**config.mk**
```make
export PLATFORM = sky130hd
export DESIGN_NAME = aes128_core_arbiter
export DESIGN_NICKNAME = d
export VERILOG_FILES = /design/src/rtl/aes128_core_arbiter.sv
export SDC_FILE = /design/constraint.sdc
export NUM_CORES = 1
export LEC_CHECK = 0
export CAP_MARGIN = 20
export CORE_AREA = 4 4 404 406
export DETAILED_ROUTE_END_ITERATION = 16
export DIE_AREA = 0 0 408 410
export MAX_ROUTING_LAYER = met4
export PLACE_DENSITY = 0.43
export SLEW_MARGIN = 10
export SYNTH_ARGS = -nofsm -noshare
export SYNTH_HDL_FRONTEND = slang
export SYNTH_SLANG_ARGS = --single-unit
```
**constraint.sdc**
```tcl
create_clock -name clk_i -period 2 [get_ports clk_i]
set_clock_uncertainty 0.2 [all_clocks]
set_input_delay 0.4 -clock clk_i [delete_from_list [all_inputs] [get_ports clk_i]]
set_output_delay 0.4 -clock clk_i [all_outputs]
set_load 0.005 [all_outputs]
```
**src/rtl/aes128_core_arbiter.sv**
```systemverilog
// Two-requester round-robin front end for a single AES-128 encryption core.
// One job in flight at a time; a core that never reports done is cut off after TIMEOUT cycles.
module aes128_core_arbiter #(
  parameter int TIMEOUT = 64
) (
  input  logic         clk_i,
  input  logic         reset_i,
  input  logic         req0_valid_i,
  input  logic [127:0] req0_key_i,
  input  logic [127:0] req0_data_i,
  output logic         req0_ready_o,
  input  logic         req1_valid_i,
  input  logic [127:0] req1_key_i,
  input  logic [127:0] req1_data_i,
  output logic         req1_ready_o,
  output logic         res_valid_o,
  input  logic         res_ready_i,
  output logic         res_id_o,
  output logic [127:0] res_data_o,
  output logic         res_err_o,
  output logic         core_start_o,
  output logic [127:0] core_key_o,
  output logic [127:0] core_data_o,
  input  logic [127:0] core_data_i,
  input  logic         core_done_i,
  output logic         busy_o
);

  localparam int TW = $clog2(TIMEOUT) + 1;
  localparam logic [TW-1:0] TMR_LAST = TW'(TIMEOUT - 1);
  localparam logic [TW-1:0] TMR_MAX  = {TW{1'b1}};
  localparam logic [TW-1:0] TMR_ONE  = TW'(1);

  typedef enum logic [1:0] {
    IDLE  = 2'd0,
    START = 2'd1,
    WAIT  = 2'd2,
    RESP  = 2'd3
  } state_t;

  state_t         state_r;
  state_t         state_s;
  logic [TW-1:0]  timer_r;
  logic           last_grant_r;
  logic [127:0]   key_r;
  logic [127:0]   data_r;
  logic           res_id_r;
  logic [127:0]   res_data_r;
  logic           res_err_r;
  logic           accept_s;
  logic           grant_s;
  logic           timeout_s;

  // Grant selection and next-state decode.
  always_comb begin
    state_s   = state_r;
    accept_s  = 1'b0;
    grant_s   = 1'b0;
    timeout_s = 1'b0;
    case (state_r)
      IDLE: begin
        if (req0_valid_i && req1_valid_i) begin
          accept_s = 1'b1;
          grant_s  = ~last_grant_r;
        end else if (req0_valid_i) begin
          accept_s = 1'b1;
          grant_s  = 1'b0;
        end else if (req1_valid_i) begin
          accept_s = 1'b1;
          grant_s  = 1'b1;
        end else begin
          accept_s = 1'b0;
          grant_s  = 1'b0;
        end
        if (accept_s) begin
          state_s = START;
        end else begin
          state_s = IDLE;
        end
      end
      START: state_s = WAIT;
      WAIT: begin
        // done takes priority over a timeout landing in the same cycle
        timeout_s = (timer_r >= TMR_LAST);
        if (core_done_i || timeout_s) begin
          state_s = RESP;
        end else begin
          state_s = WAIT;
        end
      end
      RESP: begin
        if (res_ready_i) begin
          state_s = IDLE;
        end else begin
          state_s = RESP;
        end
      end
      default: state_s = IDLE;
    endcase
  end

  // State, capture, timer and result registers.
  always_ff @(posedge clk_i) begin
    if (reset_i) begin
      state_r      <= IDLE;
      timer_r      <= {TW{1'b0}};
      last_grant_r <= 1'b1;
      key_r        <= 128'h0;
      data_r       <= 128'h0;
      res_id_r     <= 1'b0;
      res_data_r   <= 128'h0;
      res_err_r    <= 1'b0;
    end else begin
      state_r <= state_s;
      case (state_r)
        IDLE: begin
          if (accept_s) begin
            key_r    <= grant_s ? req1_key_i  : req0_key_i;
            data_r   <= grant_s ? req1_data_i : req0_data_i;
            res_id_r <= grant_s;
          end
        end
        START: timer_r <= {TW{1'b0}};
        WAIT: begin
          if (core_done_i) begin
            res_data_r <= core_data_i;
            res_err_r  <= 1'b0;
          end else if (timeout_s) begin
            res_data_r <= 128'h0;
            res_err_r  <= 1'b1;
          end else if (timer_r != TMR_MAX) begin
            timer_r <= timer_r + TMR_ONE;
          end
        end
        RESP: begin
          if (res_ready_i) begin
            last_grant_r <= res_id_r;
          end
        end
        default: ;
      endcase
    end
  end

  // Ready is combinational so the requester sees acceptance in the cycle it asks.
  assign req0_ready_o = accept_s && !grant_s && !reset_i;
  assign req1_ready_o = accept_s &&  grant_s && !reset_i;

  assign core_start_o = (state_r == START);
  assign res_valid_o  = (state_r == RESP);
  assign busy_o       = (state_r != IDLE);
  assign core_key_o   = key_r;
  assign core_data_o  = data_r;
  assign res_id_o     = res_id_r;
  assign res_data_o   = res_data_r;
  assign res_err_o    = res_err_r;

endmodule

```
==> impl_metrics.csv, run 1 <==
group,metric,value,unit
status,status,"finished with violations",
status,violations,"negative setup slack",
worst_hold_path,min-delay-start,"reset_i",
setup_path,startpoint_type,"flop",
route,wirelength,133000,um
sta,drv_slew,0,
sta,setup-violations-final,162,
route,drc,0,
die,ios,1037,
setup_path,critical_path_arrival,1.55,ns
placed_design,portBuffers,1036,
setup_path,cpLargestDelayFamily,"simple AND/OR/NAND/NOR gates",
flow_run,drv_cap,0,
setup_path,cp-startpoint,"state_r[1]",
placed_design,placed_cells,4988,
cts,cts_tree,"built",
setup_path,worst-setup-path-type,"reg2out",
route,drtIter0Drc,1701,
sta,hold_viol,0,
route,drtAntennaViolNets,0,
setup_path,endpoint_kind,"output pin",
worst_hold_path,hp-class,"in2reg",
grt,antenna_found_initial,46,
cells_and_area,area_growth,94.9,%
placed_design,place_congestion,0.916,
synthesis,ys_seq_area_frac,0.444,
cells_and_area,drive_above_1_share,0.184,
cts,cts.sinks,396,
synthesis,netlist_area,17900,um^2
sta,worst_pin_slew,0.594,ns
die,die_w,408,um
cells_and_area,fin_nets,3666,
cts,clk_path_buf_depth,3,
die,die_h,410,um
pwr,max-vdd-ir-drop,0.499,mV
cts,numCtsBuffers,53,
synthesis,yosys_warnings,0,
route,firstDrtPassIters,5,
synthesis,synth.area.top_cells,"dfxtp_1 44%, a221o_1 14%, a211oi_1 11%, inv_1 5.5%, o211ai_1 5.4%",
grt,grt_first_pass_wirelength,171000,um
die,floorplan.die_area,167000,um^2
sta,setup_slack,-0.153,ns
cts,h-tree-depth,2,
grt,grtUsageTotal,0.146,
setup_path,r2r-start,"state_r[0]",
grt,grt_pass1_vias,20976,
synthesis,avgSynthCellArea,9.02,um^2
cells_and_area,final_cells,5172,
grt,grt_max_degree,78,
placed_design,pre_cts_ws,-0.430,ns
synthesis,syn_inst,1980,
sta,max_freq,0.465,GHz
sta,grt_setup_unrepaired,"yes",
setup_path,cpPeakStageDelay,0.33,ns
placed_design,dp_hpwl,98400,um
setup_path,required,1.40,ns
setup_path,path_cells,"nor3_2 -> buf_4 -> and3_4 -> buf_6",
route,vias,21400,
die,rows,147,
sta,slew_headroom,0.604,
synthesis,synth_top_area_share,0.444,
setup_path,critPathSlowestCell,"dfxtp_2",
sta,final.min_clock_period,2.15,ns
cts,clock_latency,0.65,ns
setup_path,critPathMaxFanout,2,
cts,clkTransAtPathRegs,0.07,ns
route,viasPerCell,4.14,
die,initial_core_util,0.112,
setup_path,crit_buf_inv,2,
grt,overflow,0,
synthesis,synth_area_leader_cell,"dfxtp_1",
pwr,power.leakage,13.0,nW
synthesis,synth_cell_types,37,
synthesis,ys_ff_latch,396,
sta,fin_crit_sh,1.08,
die,core,160000,um^2
route,drt-wirelength-per-cell,25.6,um
cts,clockRootBuffer,"clkbuf_16",
pwr,p_per_area,756,nW/um^2
synthesis,synth_nets,2627,
[metrics by stage]
stage / util / TNS, ns / cell area (um^2) / power (mW) / hold WS [ns]
2_1_floorplan: - / 0 / 17900 / 11.2 / 0.247
3_3_place_gp: 0.194 / -83.22 / 31000 / 15.7 / 0.267
3_5_place_dp: 0.194 / -76.48 / 31000 / 15.7 / 0.275
4_1_cts: 0.204 / -2.37 / 32700 / 25.6 / 0.0189
5_1_grt: 0.218 / -21.88 / 34800 / 27.5 / 0.0657
6_report: 0.218 / -6.64 / 34800 / 26.3 / 0.0796
[cell type report]
cell class	count	area, um^2
Fill cell	17614	125000
Timing Repair Buffer	1229	12700
Multi-Input combinational cell	1079	8620
Sequential cell	396	8030
Tap cell	2086	2610
Clock buffer	88	1620
Inverter	260	978
Clock inverter	12	165
Antenna cell	22	55.1
[logic make-up (layout without fill, tap and decap cells)]
logic type      count (synthesis)  count (layout)  synth area share
fa+ha+maj                       1               1          0.000700
mux                             3               3           0.00168
buf+inv                       505            1589             0.123
other cells                     0              22                 0
simple gates                  297             297            0.0770
flops                         396             396             0.444
compound gates                778             778             0.354
[power by group]
group          switching, mW  total, mW  internal [mW]
clock network           4.15       10.0           5.89
logic                   3.36       7.07           3.71
registers              0.546       9.22           8.68
total                   8.05       26.3           18.3
[cell usage in the layout (no fill, tap or decap), types with 27 or more instances in the layout]
master	n
nand3_1	133
buf_4	87
inv_1	258
a211oi_2	152
buf_6	31
clkbuf_16	82
dlygate4sd2_1	319
dfxtp_1	340
buf_12	41
o211ai_1	128
nand2_1	132
dfxtp_2	44
a221o_1	256
clkdlybuf4s50_1	643
clkdlybuf4s15_2	27
a31oi_1	128
a211oi_1	99
[routing by layer]
layer  wire length, um  track usage  up-vias
met2             67500        0.251      930
met5                 0            -        -
met3             10600       0.0445      178
met1             50700        0.163    10635
met4              3780       0.0429        0
li1                  -            -     9657
[worst paths after layout]
path / slack [ns] / depth (start not counted) / endpoint
setup / recovery: -0.15 / 4 / req1_ready_o
hold / removal: 0.08 / 4 / timer_r[4]
setup reg to reg: -0.09 / 9 / core_data_o[78]
hold reg to reg: 0.28 / 2 / res_data_o[114]
[Yosys cell counts, drive strengths merged]
| master | instances |
|---|---|
| dfxtp | 396 |
| inv | 260 |
| a211oi | 256 |
| a221o | 256 |
| clkbuf | 144 |
| nand3 | 133 |
| nand2 | 132 |
| a31oi | 128 |
| o211ai | 128 |
| buf | 101 |
| and3 | 9 |
| nor2 | 5 |
| nand2b | 4 |
| a21oi | 3 |
| mux2i | 3 |
| or2 | 3 |
| nand4 | 2 |
| nor2b | 2 |
| nor3 | 2 |
| a211o | 1 |
| a21o | 1 |
| a221oi | 1 |
| a22o | 1 |
| a31o | 1 |
| and2 | 1 |
| and4b | 1 |
| ha | 1 |
| nor4 | 1 |
| nor4b | 1 |
| o21ai | 1 |
| o2bb2ai | 1 |
| or3 | 1 |
[flip-flops by register name, summed over array words and instances (netlist names)]
signal,count
state_r,2
core_key_o,128
res_data_o,128
res_err_o,1
last_grant_r,1
res_id_o,1
core_data_o,128
timer_r,7
[worst register-to-register path, cell delays in order, from the launching register on]
cell and delay, ns:
dfxtp_4 0.36, buf_6 0.12, buf_8 0.13, nor2_4 0.13, buf_12 0.18, clkbuf_16 0.27, buf_12 0.13, buf_12 0.11
a211oi_2 0.06, a221o_1 0.27
[repair_timing]
item                                    in CTS  in global routing
resized for setup                          616                251
hold endpoints to repair                     3                  0
pin swaps                                    2                  5
hold buffers                                 1                  0
endpoints found under the setup margin     453                271
buffers inserted                            11                 12
gates cloned                                 1                 38
(Power assumes the default switching activity.)
==> run 2, diff against run 1 <==
--- a/config.mk
+++ b/config.mk
@@ -10,7 +10,7 @@
 export DETAILED_ROUTE_END_ITERATION = 16
 export DIE_AREA = 0 0 408 410
 export MAX_ROUTING_LAYER = met4
-export PLACE_DENSITY = 0.43
+export PLACE_DENSITY_LB_ADDON = 0.1
 export SLEW_MARGIN = 10
 export SYNTH_ARGS = -nofsm -noshare
 export SYNTH_HDL_FRONTEND = slang
==> impl_metrics.csv, run 2 (synthesis gave the netlist of run 1 again) <==
group,metric,value,unit
cts,numCtsBuffers,57,
cells_and_area,register_area,8000,um^2
sta,hold_viol,0,
cts,cts_tree,"built",
grt,grt_pass1_vias,21465,
status,status,"finished with violations",
cts,cts.sinks,396,
pwr,p_per_area,775,nW/um^2
cells_and_area,area_growth,90.6,%
die,die_w,408,um
setup_path,startpoint_type,"flop",
sta,grt_setup_unrepaired,"yes",
worst_hold_path,hp-class,"in2reg",
pwr,total_power,26.4,mW
grt,antenna_found_initial,90,
sta,slew_headroom,0.536,
cells_and_area,multi_input_comb_area,7910,um^2
pwr,max-vdd-ir-drop,0.518,mV
setup_path,required,1.40,ns
flow_run,drv_cap,0,
placed_design,portBuffers,1036,
cells_and_area,nFillCells,17594,
grt,grt_max_degree,80,
cts,h-tree-depth,2,
route,drt-wirelength-per-cell,27.1,um
sta,drv_slew,0,
sta,fin_crit_sh,1.08,
sta,fin_setup_tns,-11.19,ns
sta,setup-violations-final,185,
cells_and_area,finish.utilization,0.213,
cells_and_area,layout_common_cells,"643 x clkdlybuf4s50_1, 347 x dfxtp_1, 292 x dlygate4sd2_1, 258 x inv_1, 256 x a221o_1",
setup_path,critPathMaxFanout,4,
grt,overflow,0,
die,floorplan.die_area,167000,um^2
placed_design,dp_hpwl,103000,um
sta,worst_pin_slew,0.696,ns
die,initial_core_util,0.112,
setup_path,r2r_cells,9,
cts,clockRootBuffer,"clkbuf_16",
sta,max_freq,0.462,GHz
grt,grt_first_pass_wirelength,182000,um
die,core,160000,um^2
cells_and_area,drive_above_1_share,0.135,
cts,clk_path_buf_depth,3,
placed_design,place_congestion,0.816,
setup_path,worst-setup-path-type,"reg2out",
pwr,power.leakage,12.7,nW
setup_path,reg2reg_slack,-0.13,ns
sta,setup_slack,-0.163,ns
sta,final.min_clock_period,2.16,ns
cells_and_area,final_common_cell,"clkdlybuf4s50_1",
worst_hold_path,hold_depth,2,
route,wirelength,141000,um
setup_path,endpoint_kind,"output pin",
route,viasPerCell,4.02,
route,drtIter0Drc,1292,
route,vias,20888,
route,firstDrtPassIters,5,
cells_and_area,fin_nets,3655,
setup_path,critical_path_arrival,1.56,ns
status,violations,"negative setup slack",
route,drtAntennaViolNets,0,
cts,clock_latency,0.65,ns
cts,clkTransAtPathRegs,0.06,ns
die,ios,1037,
die,rows,147,
die,die_h,410,um
route,drc,0,
grt,grtUsageTotal,0.157,
==> run 2: path summary, 6_finish.rpt <==
path	to	from
worst max register to register	core_key_o[46]	state_r[1]
worst max-delay path	busy_o	state_r[1]
worst min-delay path	core_data_o[98]	req0_data_i[98]
worst min register to register	res_data_o[23]	res_data_o[23]
==> run 2: timing repair <==
| action | CTS | global route |
|---|---|---|
| gates cloned | 3 | 30 |
| endpoints found under the setup margin | 562 | 140 |
| gates resized for setup | 636 | 92 |
| hold buffers | 0 | 0 |
| pin swaps | 5 | 18 |
| buffers inserted | 4 | 8 |
==> run 2: worst max-delay path, cell delays in order, from the launching register on <==
cell and delay, ns:
dfxtp_4 0.36, buf_6 0.13, nor2_4 0.13, buf_12 0.15
inv_4 0.03, buf_6 0.10
==> run 2: power by group <==
part | internal [mW] | switching (mW)
clock network | 6.07 | 4.44
logic | 3.55 | 3.17
registers | 8.68 | 0.492
==> run 2: area by class of cell <==
cell class	count	area share
antenna	69	0.00507
timing repair buffer	1214	0.369
clock buffer	85	0.0488
multi-input combinational	1079	0.232
tap	2086	0.0767
sequential	396	0.235
inverter	260	0.0288
clock inverter	10	0.00467
==> run 2: through the flow <==
step,setup slack [ns],cell area (um^2),instances,hold WS (ns)
3_5_place_dp,-0.405,31300,4991,0.275
4_1_cts,-0.278,33000,5093,0.0599
2_1_floorplan,0.208,17900,1980,0.247
6_report,-0.163,34000,5199,0.129
3_3_place_gp,-0.406,31300,4991,0.273
5_1_grt,-0.259,34000,5195,0.0863
==> run 2: routing by layer <==
layer | vias up | GRT usage | wire [um]
met3 | 168 | 0.0710 | 13600
met1 | 10210 | 0.168 | 53500
met2 | 813 | 0.255 | 69700
li1 | 9697 | - | -
met5 | - | - | 0
met4 | 0 | 0.0614 | 3850
